--- config.mk ---
export PLATFORM = sky130hd
export DESIGN_NAME = svm_vote_smoother
export DESIGN_NICKNAME = d
export VERILOG_FILES = /design/src/rtl/svm_vote_smoother.sv
export SDC_FILE = /design/constraint.sdc
export NUM_CORES = 1
export LEC_CHECK = 0
export BUFFER_PORTS_ARGS = -buffer_cell sky130_fd_sc_hd__buf_4
export CORE_UTILIZATION = 31
export DETAILED_ROUTE_END_ITERATION = 10
export PLACE_DENSITY = 0.45
export SKIP_CTS_REPAIR_TIMING = 1
export SLEW_MARGIN = 25
export SYNTH_ARGS = -nofsm -noshare
export SYNTH_HDL_FRONTEND = slang
export SYNTH_SLANG_ARGS = --single-unit
--- constraint.sdc ---
create_clock -name clk -period 3.7 [get_ports clk]
set_input_delay 1.11 -clock clk [delete_from_list [all_inputs] [get_ports clk]]
set_output_delay 1.11 -clock clk [all_outputs]
set_load 0.01 [all_outputs]
--- src/rtl/svm_vote_smoother.sv ---
// svm_vote_smoother: majority vote over the last WINDOW SVM valence/arousal
// decisions. Each vote result is queued in a small result FIFO.
// Stage 1 updates the window and counts. Stage 2 computes the vote and pushes it.
module svm_vote_smoother #(
  parameter int unsigned WINDOW     = 8,
  parameter int unsigned LOG_WINDOW = $clog2(WINDOW + 1),
  parameter int unsigned FIFO_DEPTH = 4
) (
  input  logic                  clk,
  input  logic                  rst,
  input  logic                  valence,
  input  logic                  arousal,
  input  logic                  din_valid,
  input  logic                  clr,
  output logic [1:0]            quadrant,
  output logic [LOG_WINDOW-1:0] fill,
  output logic                  dout_valid,
  input  logic                  dout_ready,
  output logic                  overflow
);

  localparam int unsigned WPTR_W = (WINDOW > 1) ? $clog2(WINDOW) : 1;
  localparam int unsigned FPTR_W = (FIFO_DEPTH > 1) ? $clog2(FIFO_DEPTH) : 1;
  localparam int unsigned FCNT_W = FPTR_W + 1;

  typedef enum logic {
    IDLE = 1'b0,
    VOTE = 1'b1
  } state_t;

  state_t state;
  state_t state_nxt;
  logic   push_c;

  // Window storage and running state.
  logic [WINDOW-1:0]     win_v;
  logic [WINDOW-1:0]     win_a;
  logic [WPTR_W-1:0]     wptr;
  logic [LOG_WINDOW-1:0] v_cnt;
  logic [LOG_WINDOW-1:0] a_cnt;
  logic                  last_v;
  logic                  last_a;

  logic                  win_full_c;
  logic                  old_v_c;
  logic                  old_a_c;
  logic [LOG_WINDOW-1:0] v_cnt_nxt_c;
  logic [LOG_WINDOW-1:0] a_cnt_nxt_c;
  logic [LOG_WINDOW-1:0] fill_nxt_c;
  logic [WPTR_W-1:0]     wptr_nxt_c;

  // Vote evaluation.
  logic [LOG_WINDOW:0]   v_dbl_c;
  logic [LOG_WINDOW:0]   a_dbl_c;
  logic [LOG_WINDOW:0]   fill_ext_c;
  logic                  v_vote_c;
  logic                  a_vote_c;
  logic [1:0]            push_data_c;

  // Result FIFO.
  logic [1:0]            mem [FIFO_DEPTH];
  logic [FPTR_W-1:0]     rd_ptr;
  logic [FPTR_W-1:0]     wr_ptr;
  logic [FCNT_W-1:0]     f_cnt;

  logic                  pop_c;
  logic                  fifo_full_c;
  logic                  push_ok_c;
  logic                  drop_c;
  logic [FCNT_W-1:0]     f_cnt_nxt_c;
  logic [FPTR_W-1:0]     rd_plus1_c;
  logic [1:0]            head_nxt_c;

  // Sample sequencing state register.
  always_ff @(posedge clk or posedge rst) begin
    if (rst) begin
      state <= IDLE;
    end else begin
      state <= state_nxt;
    end
  end

  // Next state; a vote is pushed on every cycle spent in VOTE.
  always_comb begin
    state_nxt = state;
    push_c    = 1'b0;
    case (state)
      IDLE: begin
        if (din_valid) begin
          state_nxt = VOTE;
        end
      end
      VOTE: begin
        push_c    = 1'b1;
        state_nxt = din_valid ? VOTE : IDLE;
      end
      default: begin
        state_nxt = IDLE;
      end
    endcase
    if (clr) begin
      state_nxt = IDLE;
      push_c    = 1'b0;
    end
  end

  // Next window counts. Once the window is full, the entry under wptr is evicted.
  always_comb begin
    win_full_c  = (fill == LOG_WINDOW'(WINDOW));
    old_v_c     = win_full_c ? win_v[wptr] : 1'b0;
    old_a_c     = win_full_c ? win_a[wptr] : 1'b0;
    v_cnt_nxt_c = v_cnt + LOG_WINDOW'(valence) - LOG_WINDOW'(old_v_c);
    a_cnt_nxt_c = a_cnt + LOG_WINDOW'(arousal) - LOG_WINDOW'(old_a_c);
    fill_nxt_c  = win_full_c ? fill : fill + LOG_WINDOW'(1);
    wptr_nxt_c  = (wptr == WPTR_W'(WINDOW - 1)) ? '0 : wptr + WPTR_W'(1);
  end

  // Stage 1: window entry, pointer, fill and counts update on an accepted sample.
  always_ff @(posedge clk or posedge rst) begin
    if (rst) begin
      win_v  <= '0;
      win_a  <= '0;
      wptr   <= '0;
      fill   <= '0;
      v_cnt  <= '0;
      a_cnt  <= '0;
      last_v <= 1'b0;
      last_a <= 1'b0;
    end else if (clr) begin
      win_v  <= '0;
      win_a  <= '0;
      wptr   <= '0;
      fill   <= '0;
      v_cnt  <= '0;
      a_cnt  <= '0;
      last_v <= 1'b0;
      last_a <= 1'b0;
    end else if (din_valid) begin
      win_v[wptr] <= valence;
      win_a[wptr] <= arousal;
      wptr        <= wptr_nxt_c;
      fill        <= fill_nxt_c;
      v_cnt       <= v_cnt_nxt_c;
      a_cnt       <= a_cnt_nxt_c;
      last_v      <= valence;
      last_a      <= arousal;
    end
  end

  // Majority vote. A tie follows the most recent sample of that class.
  always_comb begin
    v_dbl_c    = {v_cnt, 1'b0};
    a_dbl_c    = {a_cnt, 1'b0};
    fill_ext_c = {1'b0, fill};
    if (v_dbl_c > fill_ext_c) begin
      v_vote_c = 1'b1;
    end else if (v_dbl_c < fill_ext_c) begin
      v_vote_c = 1'b0;
    end else begin
      v_vote_c = last_v;
    end
    if (a_dbl_c > fill_ext_c) begin
      a_vote_c = 1'b1;
    end else if (a_dbl_c < fill_ext_c) begin
      a_vote_c = 1'b0;
    end else begin
      a_vote_c = last_a;
    end
    push_data_c = {v_vote_c, a_vote_c};
  end

  // FIFO control. A pop frees a full FIFO for the push in the same cycle.
  // The registered head is computed ahead of time.
  always_comb begin
    pop_c       = dout_valid & dout_ready;
    fifo_full_c = (f_cnt == FCNT_W'(FIFO_DEPTH));
    push_ok_c   = push_c & (~fifo_full_c | pop_c);
    drop_c      = push_c & fifo_full_c & ~pop_c;
    f_cnt_nxt_c = f_cnt + FCNT_W'(push_ok_c) - FCNT_W'(pop_c);
    rd_plus1_c  = rd_ptr + FPTR_W'(1);
    head_nxt_c  = 2'b00;
    if (f_cnt_nxt_c != '0) begin
      if (pop_c) begin
        head_nxt_c = (f_cnt > FCNT_W'(1)) ? mem[rd_plus1_c] : push_data_c;
      end else if (f_cnt == '0) begin
        head_nxt_c = push_data_c;
      end else begin
        head_nxt_c = mem[rd_ptr];
      end
    end
  end

  // Stage 2: result FIFO storage, pointers, registered head and sticky overflow.
  always_ff @(posedge clk or posedge rst) begin
    if (rst) begin
      rd_ptr     <= '0;
      wr_ptr     <= '0;
      f_cnt      <= '0;
      dout_valid <= 1'b0;
      quadrant   <= 2'b00;
      overflow   <= 1'b0;
      for (int i = 0; i < int'(FIFO_DEPTH); i++) begin
        mem[i] <= 2'b00;
      end
    end else if (clr) begin
      rd_ptr     <= '0;
      wr_ptr     <= '0;
      f_cnt      <= '0;
      dout_valid <= 1'b0;
      quadrant   <= 2'b00;
      overflow   <= 1'b0;
    end else begin
      if (push_ok_c) begin
        mem[wr_ptr] <= push_data_c;
        wr_ptr      <= wr_ptr + FPTR_W'(1);
      end
      if (pop_c) begin
        rd_ptr <= rd_plus1_c;
      end
      if (drop_c) begin
        overflow <= 1'b1;
      end
      f_cnt      <= f_cnt_nxt_c;
      dout_valid <= (f_cnt_nxt_c != '0);
      quadrant   <= head_nxt_c;
    end
  end

endmodule

==> results of run 1 <==
-- state kept, by name, summed over array words and instances (netlist names) --
register / flops
last_a: 1
win_v: 8
rd_ptr: 2
mem: 8
f_cnt: 3
fill: 4
quadrant: 2
dout_valid: 1
wptr: 3
wr_ptr: 2
a_cnt: 4
last_v: 1
win_a: 8
overflow: 1
v_cnt: 4
state: 1
-- cell type report --
type	instances	area (sq um)	area share [%]
timing repair buffer	19	143	4.11
tap	133	166	4.79
clock buffer	7	86.3	2.48
multi-input combinational	207	1630	46.9
inverter	25	93.8	2.70
sequential	53	1330	38.2
clock inverter	1	30.0	0.864
-- cell usage in the layout (no fill, tap or decap), types with 3 or more instances in the layout --
cell type  count
mux2_2        11
dfrtp_1       53
xnor2_1        7
nor3b_1        7
fa_1           3
nand4b_1       3
a21oi_1        7
inv_1         24
a21o_1         5
mux2i_1       28
clkbuf_8       6
buf_4         19
ha_1          25
nor3_1         5
nor2b_1        5
nor2_1        48
nand2_1       12
nand3_1        7
a31oi_1        4
-- worst max-delay path: stages --
cell and delay, ns:
buf_4 0.12, a211o_1 0.28, o21ai_2 0.14, or2_2 0.13, ha_1 0.21, inv_1 0.05, ha_1 0.12, inv_1 0.04
fa_1 0.37, xnor2_1 0.15, a31oi_1 0.27, o211a_1 0.19, o31a_1 0.12
-- metrics by stage --
stage	total power [W]	std cells	util, %	hold WS [ns]
3_5_place_dp	0.00117	437	34.4	0.492
4_1_cts	0.00159	445	35.5	0.516
6_report	0.00156	445	35.5	0.505
3_3_place_gp	0.00116	437	34.4	0.485
2_1_floorplan	0.00106	301	-	0.478
5_1_grt	0.00168	445	35.5	0.553
-- layer usage --
layer | wire, um | vias to the layer above | part of all wire, % | GRT usage, %
met2 | 2910 | 13 | 46 | 21.9
met5 | 0 | - | 0 | 0
met1 | 3260 | 997 | 52 | 18.4
met4 | 33 | 0 | 0.52 | 2.64
met3 | 114 | 2 | 1.8 | 2.26
li1 | - | 1050 | - | -
-- cell usage after synthesis --
cell | instances | area (sq um)
a211o_1 | 1 | 8.76
a211oi_1 | 2 | 15.0
a21o_1 | 5 | 37.5
a21oi_1 | 7 | 35.0
a221oi_1 | 1 | 8.76
a22oi_1 | 1 | 7.51
a311oi_1 | 1 | 8.76
a31o_2 | 1 | 8.76
a31oi_1 | 4 | 25.0
buf_1 | 3 | 11.3
buf_2 | 3 | 15.0
buf_6 | 1 | 11.3
clkbuf_1 | 9 | 33.8
dfrtp_1 | 53 | 1330
fa_1 | 3 | 60.1
ha_1 | 25 | 313
inv_1 | 25 | 93.8
mux2_2 | 11 | 124
mux2i_1 | 28 | 280
mux4_1 | 2 | 52.6
mux4_2 | 2 | 45.0
nand2_1 | 12 | 45.0
nand2b_1 | 1 | 6.26
nand3_1 | 7 | 35.0
nand3b_1 | 2 | 15.0
nand4_1 | 2 | 12.5
nand4b_1 | 3 | 26.3
nor2_1 | 48 | 180
nor2b_1 | 5 | 31.3
nor3_1 | 5 | 25.0
nor3b_1 | 7 | 52.6
o211a_1 | 2 | 20.0
o21ai_0 | 2 | 10.0
o21ai_2 | 1 | 8.76
o311ai_0 | 1 | 8.76
o31a_1 | 2 | 17.5
o31ai_1 | 1 | 7.51
or2_2 | 1 | 6.26
or3_1 | 2 | 12.5
xnor2_1 | 7 | 61.3
xor2_1 | 2 | 17.5
-- power groups by stage --
stage	Sequential (W)	Combinational [W]	Clock, W
final	0.000728	0.000419	0.000409
after CTS	0.000730	0.000428	0.000431
after global routing	0.000742	0.000480	0.000456
after global placement	0.000740	0.000423	0
after detailed placement	0.000741	0.000427	0
after floorplan	0.000716	0.000340	0
-- logic make-up after synthesis --
logic type	after synthesis
compound gates	32
xor+xnor	9
fa+ha+maj	28
buf+inv	41
flops	53
mux	43
simple gates	95
-- path summary, 6_finish.rpt --
path | startpoint | to | slack, ns | cells past startpoint
hold / removal | overflow$_DFFE_PP0P_ | overflow$_DFFE_PP0P_ | 0.50 | 2
setup / recovery | dout_ready | quadrant[0]$_DFF_PP0_ | 0.64 | 13
min in group asynchronous | rst | wr_ptr[1]$_DFFE_PP0P_ | 1.00 | 3
setup reg to reg | wptr[1]$_DFFE_PP0P_ | a_cnt[3]$_DFFE_PP0P_ | 0.65 | 12
max in group asynchronous | rst | v_cnt[3]$_DFFE_PP0P_ | 2.24 | 3
hold reg to reg | overflow$_DFFE_PP0P_ | overflow$_DFFE_PP0P_ | 0.50 | 2
==> key figures, run 1 <==
Drt
  – First-pass DRT Iterations: 4
  – Post-DRT Antenna Nets: 0
  – DR vias/cell: 4.63
  – Routed wire per std cell: 14.2 um
  – Routed vias: 2062
  – Final WL: 6310 um
  – Detailed-route DRC error count: 0
  – Initial DRC Count: 73

Power
  – Internal power: 0.00109 W
  – Peak VDD IR: 182 uV
  – Switching Fraction: 30.0%
  – Reg power frac: 46.8%
  – Leakage: 1.67 nW
  – Pwr Density: 448 nW/um^2
  – NetSw: 0.000467 W
  – Clock power frac: 26.3%
  – Combinational Power Share: 26.9%

Timing
  – Post-route minimum period: 3.06 ns
  – Final setup fails: 0
  – Post-route setup slack: 0.635 ns
  – Max-slew headroom: 53.5%
  – Fin. max-slew vios: 0
  – Fmax: 0.326 GHz
  – Unrepaired setup endpoints after global routing: no
  – Final period util: 82.8%
  – Setup TNS: 0 ns
  – Skew final: 0.00766 ns
  – Worst slew pin tran: 0.698 ns
  – Hold Fails Final Rpt: 0

Critical path
  – Startpoint types: primary input
  – Worst setup EP type: flop
  – Critical path required time: 3.94 ns
  – Data arrival, critical path: 3.31 ns
  – Critical path fanouts, max: 3
  – Setup CP Type: in -> reg

Synthesis
  – Largest family of logic cells by synthesized area: multiplexers
  – Post-synthesis cell type count: 41
  – Post-synthesis area per instance: 10.4 sq um
  – Mux cell area share after synthesis: 16.1%
  – Mapped Cells: 301
  – Yosys Warn Count: 0
  – Seq/Total Area, Yosys: 42.5%
  – Complex-gate fraction of the synthesized area: 7.30%
  – Cell Area, Synth: 3120 sq um
  – Adder-Cell Fraction of Synth Area: 11.9%
  – Post-synthesis xor/xnor area fraction: 2.53%
  – Syn nets: 336
  – Synth Area in Simple Gates: 14.4%
  – Yosys reg bits: 53

Placed design
  – GP Congestion: 0.724
  – PortBufs: 14
  – Dpl hpwl: 4390 um
  – Placed instance area: 3360 sq um
  – Setup WS pre-CTS: 0.309 ns

Cells and area
  – Antenna cell count: 0
  – Post-layout instance area: 3470 sq um
  – Fraction of layout cells with a size suffix above 1: 13.8%
  – Fill cells: 1031
  – Area grow syn2layout: 11.3%
  – Final nets: 346

Die
  – Rows: 36
  – Core Region: 9770 sq um
  – I/O Pins: 15
  – Initial Utilization: 31.9%
  – Die ar.: 10500 sq um
  – Die Span Y: 102 um
  – Die Span X: 102 um

CTS
  – CTS Sinks: 53
  – TritonCTS Buffers: 5
  – Clk buf depth: 2
  – CTS tree: done
  – CTS clk-pin slew, worst paths: 0.10 ns
  – H-tree lvl count: 2
  – Root Buffer: clkbuf_8
  – Worst-Skew Late Latency: 0.30 ns

Status
  – Outcome: completed

GRT
  – Vias in the first global route: 2092
  – Overall global routing resource usage: 13.3%
  – Antenna violations before repair: 0
  – First-pass GRT wire length: 10700 um
  – Total grt overflow: 0
  – Pin count of the biggest net entering global routing: 54

Min path
  – Worst hold-check path type: reg -> reg

Flow run
  – Maxcap violations: 0
(Power assumes the default switching activity.)
==> run 2, diff against run 1 <==
--- a/config.mk
+++ b/config.mk
@@ -8,7 +8,7 @@
 export BUFFER_PORTS_ARGS = -buffer_cell sky130_fd_sc_hd__buf_4
 export CORE_UTILIZATION = 31
 export DETAILED_ROUTE_END_ITERATION = 10
-export PLACE_DENSITY = 0.45
+export PLACE_DENSITY = 0.47
 export SKIP_CTS_REPAIR_TIMING = 1
 export SLEW_MARGIN = 25
 export SYNTH_ARGS = -nofsm -noshare
==> constraint.sdc (replaced) <==
create_clock -name clk -period 2.6 [get_ports clk]
set_input_delay 0.78 -clock clk [delete_from_list [all_inputs] [get_ports clk]]
set_output_delay 0.78 -clock clk [all_outputs]
set_load 0.01 [all_outputs]
==> run 2 against run 1 <==
Compared with the run above: the flow now finishes with violations (setup timing); die area unchanged; final area is 8.4% higher; register-to-register slack worse by 0.86 ns; largest power group unchanged; highest routed layer unchanged.
==> key figures, run 2 (synthesis gave the netlist of run 1 again) <==
Drt
  – Routed vias: 2221 (+7.7%)
  – DR vias/cell: 4.72 (+1.8%)
  – First-pass DRT Iterations: 4 (unchanged)
  – Detailed-route DRC error count: 0 (unchanged)
  – Initial DRC Count: 73 (unchanged)
  – Final WL: 6670 um (+5.6%)
  – Post-DRT Antenna Nets: 0 (unchanged)
  – Routed wire per std cell: 14.2 um (-0.19%)

Die
  – I/O Pins: 15 (unchanged)
  – Die ar.: 10500 sq um (unchanged)
  – Initial Utilization: 31.9% (unchanged)
  – Die Span Y: 102 um (unchanged)
  – Rows: 36 (unchanged)
  – Die Span X: 102 um (unchanged)
  – Core Region: 9770 sq um (unchanged)

Cells and area
  – Post-layout instance area: 3760 sq um (+8.4%)
  – Most frequent cells in the layout: dfrtp_1, nor2_1, buf_4, mux2i_1, ha_1
  – Antenna cell count: 0 (unchanged)
  – Fill cells: 996 (-3.4%)
  – Area grow syn2layout: 20.6%
  – Final nets: 372 (+7.5%)
  – Top flop regs: mem (8), win_a (8), win_v (8)
  – Leading cell type in the layout, fill and taps excluded: dfrtp_1
  – Fraction of layout cells with a size suffix above 1: 24.9% (+11 points)
  – FF/Latch Area: 1330 sq um (+0.19%)
  – Multi-input gate area: 1700 sq um (+4.3%)

CTS
  – H-tree lvl count: 2 (unchanged)
  – Worst-Skew Late Latency: 0.31 ns (about the same)
  – CTS clk-pin slew, worst paths: 0.10 ns (about the same)
  – Root Buffer: clkbuf_8
  – TritonCTS Buffers: 5 (unchanged)
  – CTS Sinks: 53 (unchanged)
  – Clk buf depth: 2 (unchanged)
  – CTS tree: done

Placed design
  – Dpl hpwl: 4730 um (+7.7%)
  – Placed instance area: 3600 sq um (+7.3%)
  – GP Congestion: 0.751 (+3.7%)
  – PortBufs: 14 (unchanged)
  – Setup WS pre-CTS: -0.420 ns (-0.729 ns)

Timing
  – Unrepaired setup endpoints after global routing: yes
  – Max-slew headroom: 63.0% (+9.5 points)
  – Final period util: 108%
  – Final setup fails: 4 (+4)
  – Hold Fails Final Rpt: 0 (unchanged)
  – Fin. max-slew vios: 0 (unchanged)
  – Post-route minimum period: 2.81 ns
  – Post-route setup slack: -0.209 ns (-0.844 ns)
  – Fmax: 0.356 GHz
  – Skew final: 0.0109 ns (+0.00325 ns)
  – Worst slew pin tran: 0.556 ns (-0.142 ns)

Power
  – Leakage: 1.81 nW (+8.2%)
  – Peak VDD IR: 232 uV (+27%)
  – Pwr Density: 641 nW/um^2 (+43%)

Critical path
  – FF-to-FF Start: wptr[1]$_DFFE_PP0P_
  – Startpoint types: flop
  – Critical path required time: 2.81 ns (-1.13 ns)
  – Worst-path cell chain: buf_4, mux2_4, a221oi_2, a31o_2, a21oi_1, ha_1, inv_2, ha_1, a21o_1, a21oi_2, mux2i_1, mux2_2
  – RR Endpoint: v_cnt[3]$_DFFE_PP0P_
  – Reg2Reg Depth: 12 (unchanged)
  – Max incr delay on CP: 0.47 ns (+0.10 ns)
  – Data arrival, critical path: 3.01 ns (-0.30 ns)
  – Worst setup EP type: flop
  – CP max-delay cell: dfrtp_2
  – Critical path fanouts, max: 8 (+5)
  – CP dominant cell by count: ha_1
  – Setup CP Type: reg -> reg
  – R2R Setup Slk: -0.21 ns (-0.86 ns)

GRT
  – First-pass GRT wire length: 11200 um (+4.9%)
  – Overall global routing resource usage: 14.0% (+0.67 points)
  – Total grt overflow: 0 (unchanged)
  – Vias in the first global route: 2226 (+6.4%)
  – Pin count of the biggest net entering global routing: 50 (-7.4%)
  – Antenna violations before repair: 0 (unchanged)

Flow run
  – Maxcap violations: 0 (unchanged)

Min path
  – Worst hold-check path type: in -> async

Status
  – Failing checks: setup timing
  – Outcome: finished with violations
## run 2: cell count changes in the layout (fill, tap and decap cells not counted), moves of 2 or more
| cell | before | now |
|---|---|---|
| fa_2 | 0 | 2 |
| inv_1 | 24 | 21 |
| fa_1 | 3 | 1 |
| ha_4 | 0 | 2 |
| dfrtp_1 | 53 | 51 |
| buf_4 | 19 | 43 |
| dfrtp_2 | 0 | 2 |
| inv_2 | 1 | 3 |
| ha_1 | 25 | 22 |
## run 2: critical path: cells and delay by family (launching register included)
kind                       cells  cell delay, ns
DFF                            1            0.47
muxes                          3            0.87
adders and majority gates      2            0.40
buffers and inverters          2            0.22
AOI/OAI and AO/OA              5            0.76
## run 2: cell type report
cell class	count	share of cell area [%]
flip-flops and latches	53	35.3
multi-input cells	207	45.1
repair buffers	45	9.41
clock inverters	2	0.997
well taps	133	4.42
inverters	25	2.56
clock buffers	6	2.19
## run 2: metal layers
| layer | track usage, % | up-vias | share of wire [%] |
|---|---|---|---|
| met5 | 0 | - | 0 |
| met4 | 3.63 | 0 | 1.1 |
| met3 | 2.46 | 7 | 1.8 |
| met2 | 22.4 | 25 | 46 |
| met1 | 19.5 | 1086 | 51 |
| li1 | - | 1103 | - |
## run 2: worst max-delay path by stage
| stage | from | to | slack, ns | cells past startpoint |
|---|---|---|---|---|
| 6_report | wptr[1]$_DFFE_PP0P_ | v_cnt[3]$_DFFE_PP0P_ | -0.21 | 12 |
| 5_1_grt | wptr[1]$_DFFE_PP0P_ | v_cnt[3]$_DFFE_PP0P_ | -0.33 | 12 |
| 2_1_floorplan | dout_ready | quadrant[1]$_DFF_PP0_ | -0.25 | 12 |
| 4_1_cts | wptr[1]$_DFFE_PP0P_ | a_cnt[3]$_DFFE_PP0P_ | -0.22 | 11 |
| 3_3_place_gp | dout_ready | quadrant[1]$_DFF_PP0_ | -0.37 | 13 |
| 3_5_place_dp | dout_ready | quadrant[0]$_DFF_PP0_ | -0.42 | 13 |
## run 2: power by group
part / leakage (nW) / internal [W] / switching (W)
combinational: 1.04 / 0.000423 / 0.000368
clock: 0.0574 / 0.000314 / 0.000294
sequential: 0.713 / 0.000930 / 0.0000854
total: 1.81 / 0.00167 / 0.000747
## run 2: stage by stage
step           power, W  utilization, %  setup TNS (ns)  hold slack (ns)  std cells
2_1_floorplan   0.00156               -          -0.514            0.478        301
5_1_grt         0.00259            38.5           -1.42            0.514        471
3_5_place_dp    0.00181            36.9           -1.70            0.496        460
6_report        0.00241            38.5          -0.494            0.486        471
4_1_cts         0.00243            38.1          -0.946            0.497        468
3_3_place_gp    0.00179            36.9           -1.62            0.486        460
==> run 3, diff against run 2 <==
--- a/config.mk
+++ b/config.mk
@@ -5,7 +5,9 @@
 export SDC_FILE = /design/constraint.sdc
 export NUM_CORES = 1
 export LEC_CHECK = 0
+export ABC_AREA = 1
 export BUFFER_PORTS_ARGS = -buffer_cell sky130_fd_sc_hd__buf_4
+export CORE_ASPECT_RATIO = 0.6
 export CORE_UTILIZATION = 31
 export DETAILED_ROUTE_END_ITERATION = 10
 export PLACE_DENSITY = 0.47
==> run 3 against run 2 <==
Compared with the run above: the run now ends clean; register-to-register slack improved by 0.45 ns; first-iteration DRC count rose by 130%; largest power group unchanged; die area fell by 2.7%; final area fell by 4.8%; clock-buffer cell count rose by 1; hold slack improved by 0.024 ns; non-clock buffer count fell by 14; sequential share of layout area rose by 1.7 points.
==> key figures, run 3 <==
Cells and area
  – Area grow syn2layout: 18.3%
  – Fraction of layout cells with a size suffix above 1: 13.2% (-12 points)
  – Final nets: 437 (+17%)
  – Post-layout instance area: 3580 sq um (-4.8%)
  – Top flop regs: mem (8), win_a (8), win_v (8)
  – Fin util: 38.4% (-0.085 points)
  – Leading cell type in the layout, fill and taps excluded: nand2_1
  – Most frequent cells in the layout: nand2_1, inv_1, dfrtp_1, nand3_1, o21ai_0
  – Multi-input gate area: 1410 sq um (-17%)
  – FF/Latch Area: 1330 sq um (-0.19%)
  – Fill cells: 974 (-2.2%)
  – Antenna cell count: 0 (unchanged)

Die
  – Initial Utilization: 32.5% (+0.56 points)
  – Die Span Y: 78.6 um (-23%)
  – Rows: 27 (-25%)
  – I/O Pins: 15 (unchanged)
  – Core Region: 9320 sq um (-4.6%)
  – Die Span X: 130 um (+27%)
  – Die ar.: 10200 sq um (-2.7%)

Timing
  – Fin. max-slew vios: 0 (unchanged)
  – Unrepaired setup endpoints after global routing: no
  – Final setup fails: 0 (-4)
  – Max-slew headroom: 74.2% (+11 points)
  – Worst slew pin tran: 0.386 ns (-0.170 ns)
  – Setup TNS: 0 ns (+0.494 ns)
  – Hold Fails Final Rpt: 0 (unchanged)
  – Post-route setup slack: 0.222 ns (+0.431 ns)
  – Final period util: 91.5% (-17 points)
  – Post-route minimum period: 2.38 ns (-0.431 ns)
  – Fmax: 0.421 GHz (+18%)
  – Skew final: 0.00631 ns (-0.00460 ns)

GRT
  – Antenna violations before repair: 0 (unchanged)
  – Vias in the first global route: 2271 (+2.0%)
  – Pin count of the biggest net entering global routing: 54 (+8.0%)
  – Total grt overflow: 0 (unchanged)
  – Overall global routing resource usage: 15.4% (+1.4 points)
  – First-pass GRT wire length: 11800 um (+5.6%)

Synthesis
  – Yosys reg bits: 53 (unchanged)
  – Seq/Total Area, Yosys: 43.8% (+1.3 points)
  – Adder-Cell Fraction of Synth Area: 12.3% (+0.36 points)
  – Post-synthesis xor/xnor area fraction: 1.45% (-1.1 points)
  – Post-synth EDFFs: 0 (unchanged)
  – Commonest register cell after synthesis: dfrtp_1
  – Area share of the largest cell type after synthesis: 43.8% (+1.3 points)
  – Synth cell count leaders: nand2_1, inv_1, dfrtp_1
  – Synth Area in Simple Gates: 19.0% (+4.6 points)
  – Mapped Cells: 369 (+23%)
  – Ranking of synthesized cells by area: dfrtp_1, ha_1, nand2_1
  – Most common cell in the netlist: nand2_1
  – Post-synthesis area per instance: 8.21 sq um (-21%)
  – Async S/R FF share, synth: 100% (unchanged)
  – Yosys Warn Count: 0 (unchanged)
  – Largest family of logic cells by synthesized area: simple AND/OR/NAND/NOR gates
  – Largest area contributor in the netlist: dfrtp_1
  – Post-synthesis cell type count: 29 (-29%)
  – Mux cell area share after synthesis: 0% (-16 points)
  – Cell Area, Synth: 3030 sq um (-2.9%)
  – Syn nets: 404 (+20%)
  – Complex-gate fraction of the synthesized area: 13.4% (+6.1 points)

Critical path
  – Critical path required time: 2.83 ns (+0.02 ns)
  – Data arrival, critical path: 2.61 ns (-0.40 ns)
  – Critical path fanouts, max: 3 (-5)
  – Setup CP Type: in -> reg
  – Reg2Reg Depth: 12 (unchanged)
  – Startpoint types: primary input
  – Worst setup EP type: flop

Drt
  – Routed wire per std cell: 13.3 um (-6.0%)
  – Routed vias: 2417 (+8.8%)
  – Initial DRC Count: 169 (+130%)
  – Post-DRT Antenna Nets: 0 (unchanged)
  – DR vias/cell: 4.53 (-3.8%)
  – Detailed-route DRC error count: 0 (unchanged)
  – First-pass DRT Iterations: 4 (unchanged)
  – Final WL: 7100 um (+6.4%)

CTS
  – Clk buf depth: 2 (unchanged)
  – Root Buffer: clkbuf_16
  – Worst-Skew Late Latency: 0.29 ns (-0.02 ns)
  – CTS clk-pin slew, worst paths: 0.07 ns (-0.03 ns)
  – CTS tree: done
  – H-tree lvl count: 2 (unchanged)
  – TritonCTS Buffers: 5 (unchanged)
  – CTS Sinks: 53 (unchanged)

Placed design
  – GP Congestion: 0.850 (+13%)
  – Dpl hpwl: 5420 um (+15%)
  – Setup WS pre-CTS: -0.106 ns (+0.313 ns)
  – Placed instance area: 3400 sq um (-5.6%)
  – PortBufs: 14 (unchanged)

Min path
  – Hold depth: 2
  – Worst hold-check path type: reg -> reg

Status
  – Outcome: completed

Power
  – Combinational Power Share: 28.3% (-4.5 points)
  – Reg power frac: 40.5% (-1.6 points)
  – Internal power: 0.00171 W (+2.7%)
  – Clock power frac: 31.2% (+6.0 points)
  – Pwr Total: 0.00254 W (+5.1%)
  – Pwr Density: 708 nW/um^2 (+10%)
  – Switching Fraction: 32.5% (+1.6 points)
  – NetSw: 0.000825 W (+10%)
  – Leakage: 1.71 nW (-5.3%)
  – Peak VDD IR: 263 uV (+13%)

Flow run
  – Maxcap violations: 0 (unchanged)
==> run 3: cell count changes in the layout (fill, tap and decap cells not counted), sizes merged, moves of 11 or more <==
cell / before / now
nand2: 12 / 70
inv: 25 / 71
o21ai: 3 / 33
mux2i: 28 / 0
o22ai: 0 / 27
nand3: 7 / 33
nor2: 48 / 26
buf: 45 / 31
mux2: 11 / 0
==> run 3: worst max-delay path, cell delays in order <==
cell,delay (ns)
buf_4,0.11
nand2_1,0.08
nand3_1,0.09
nand3_2,0.08
ha_1,0.22
inv_1,0.06
ha_1,0.12
inv_1,0.05
fa_1,0.37
xor2_1,0.16
inv_1,0.07
a31oi_1,0.24
nand2_1,0.09
nor2_1,0.09
==> run 3: final timing paths <==
| path | start | end | slack [ns] |
|---|---|---|---|
| worst max-delay path | dout_ready | quadrant[1]$_DFF_PP0_ | 0.22 |
| worst min-delay path | mem[6]$_DFFE_PP0P_ | mem[6]$_DFFE_PP0P_ | 0.51 |
| worst max register to register | wptr[1]$_DFFE_PP0P_ | v_cnt[1]$_DFFE_PP0P_ | 0.24 |
| worst min register to register | mem[6]$_DFFE_PP0P_ | mem[6]$_DFFE_PP0P_ | 0.51 |
| max in group asynchronous | rst | win_v[7]$_DFFE_PP0P_ | 1.81 |
| min in group asynchronous | rst | rd_ptr[0]$_DFFE_PP0P_ | 0.53 |
==> run 3: metal layers <==
layer	GRT usage (%)	vias to the layer above	wire length [um]
li1	-	1274	-
met1	25.1	1106	4130
met2	19.3	35	2640
met3	3.34	2	301
met4	4.19	0	24
met5	0	-	0
==> run 3: power groups by stage <==
stage                     clock [W]  combinational, W  sequential (W)
after detailed placement          0          0.000719         0.00104
after floorplan                   0          0.000477         0.00103
final                      0.000790          0.000718         0.00103
after CTS                  0.000815          0.000723         0.00103
after global placement            0          0.000721         0.00105
after global routing       0.000844          0.000835         0.00105
==> run 3: layout make-up <==
type	instances	share of cell area, %
multi-input cells	239	39.2
flip-flops and latches	53	37.0
inverters	72	7.58
repair buffers	31	6.84
well taps	130	4.54
clock buffers	7	3.98
clock inverters	1	0.838
==> run 3: cells by family after synthesis <==
group	count (synthesis)
fa+ha+maj	28
compound gates	72
xor+xnor	5
flops	53
simple gates	134
buf+inv	77
==> run 3: stage by stage <==
| stage | cells | hold WS [ns] |
|---|---|---|
| after detailed placement | 525 | 0.501 |
| after CTS | 533 | 0.519 |
| after floorplan | 369 | 0.468 |
| after global routing | 533 | 0.542 |
| after global placement | 525 | 0.499 |
| final | 533 | 0.510 |
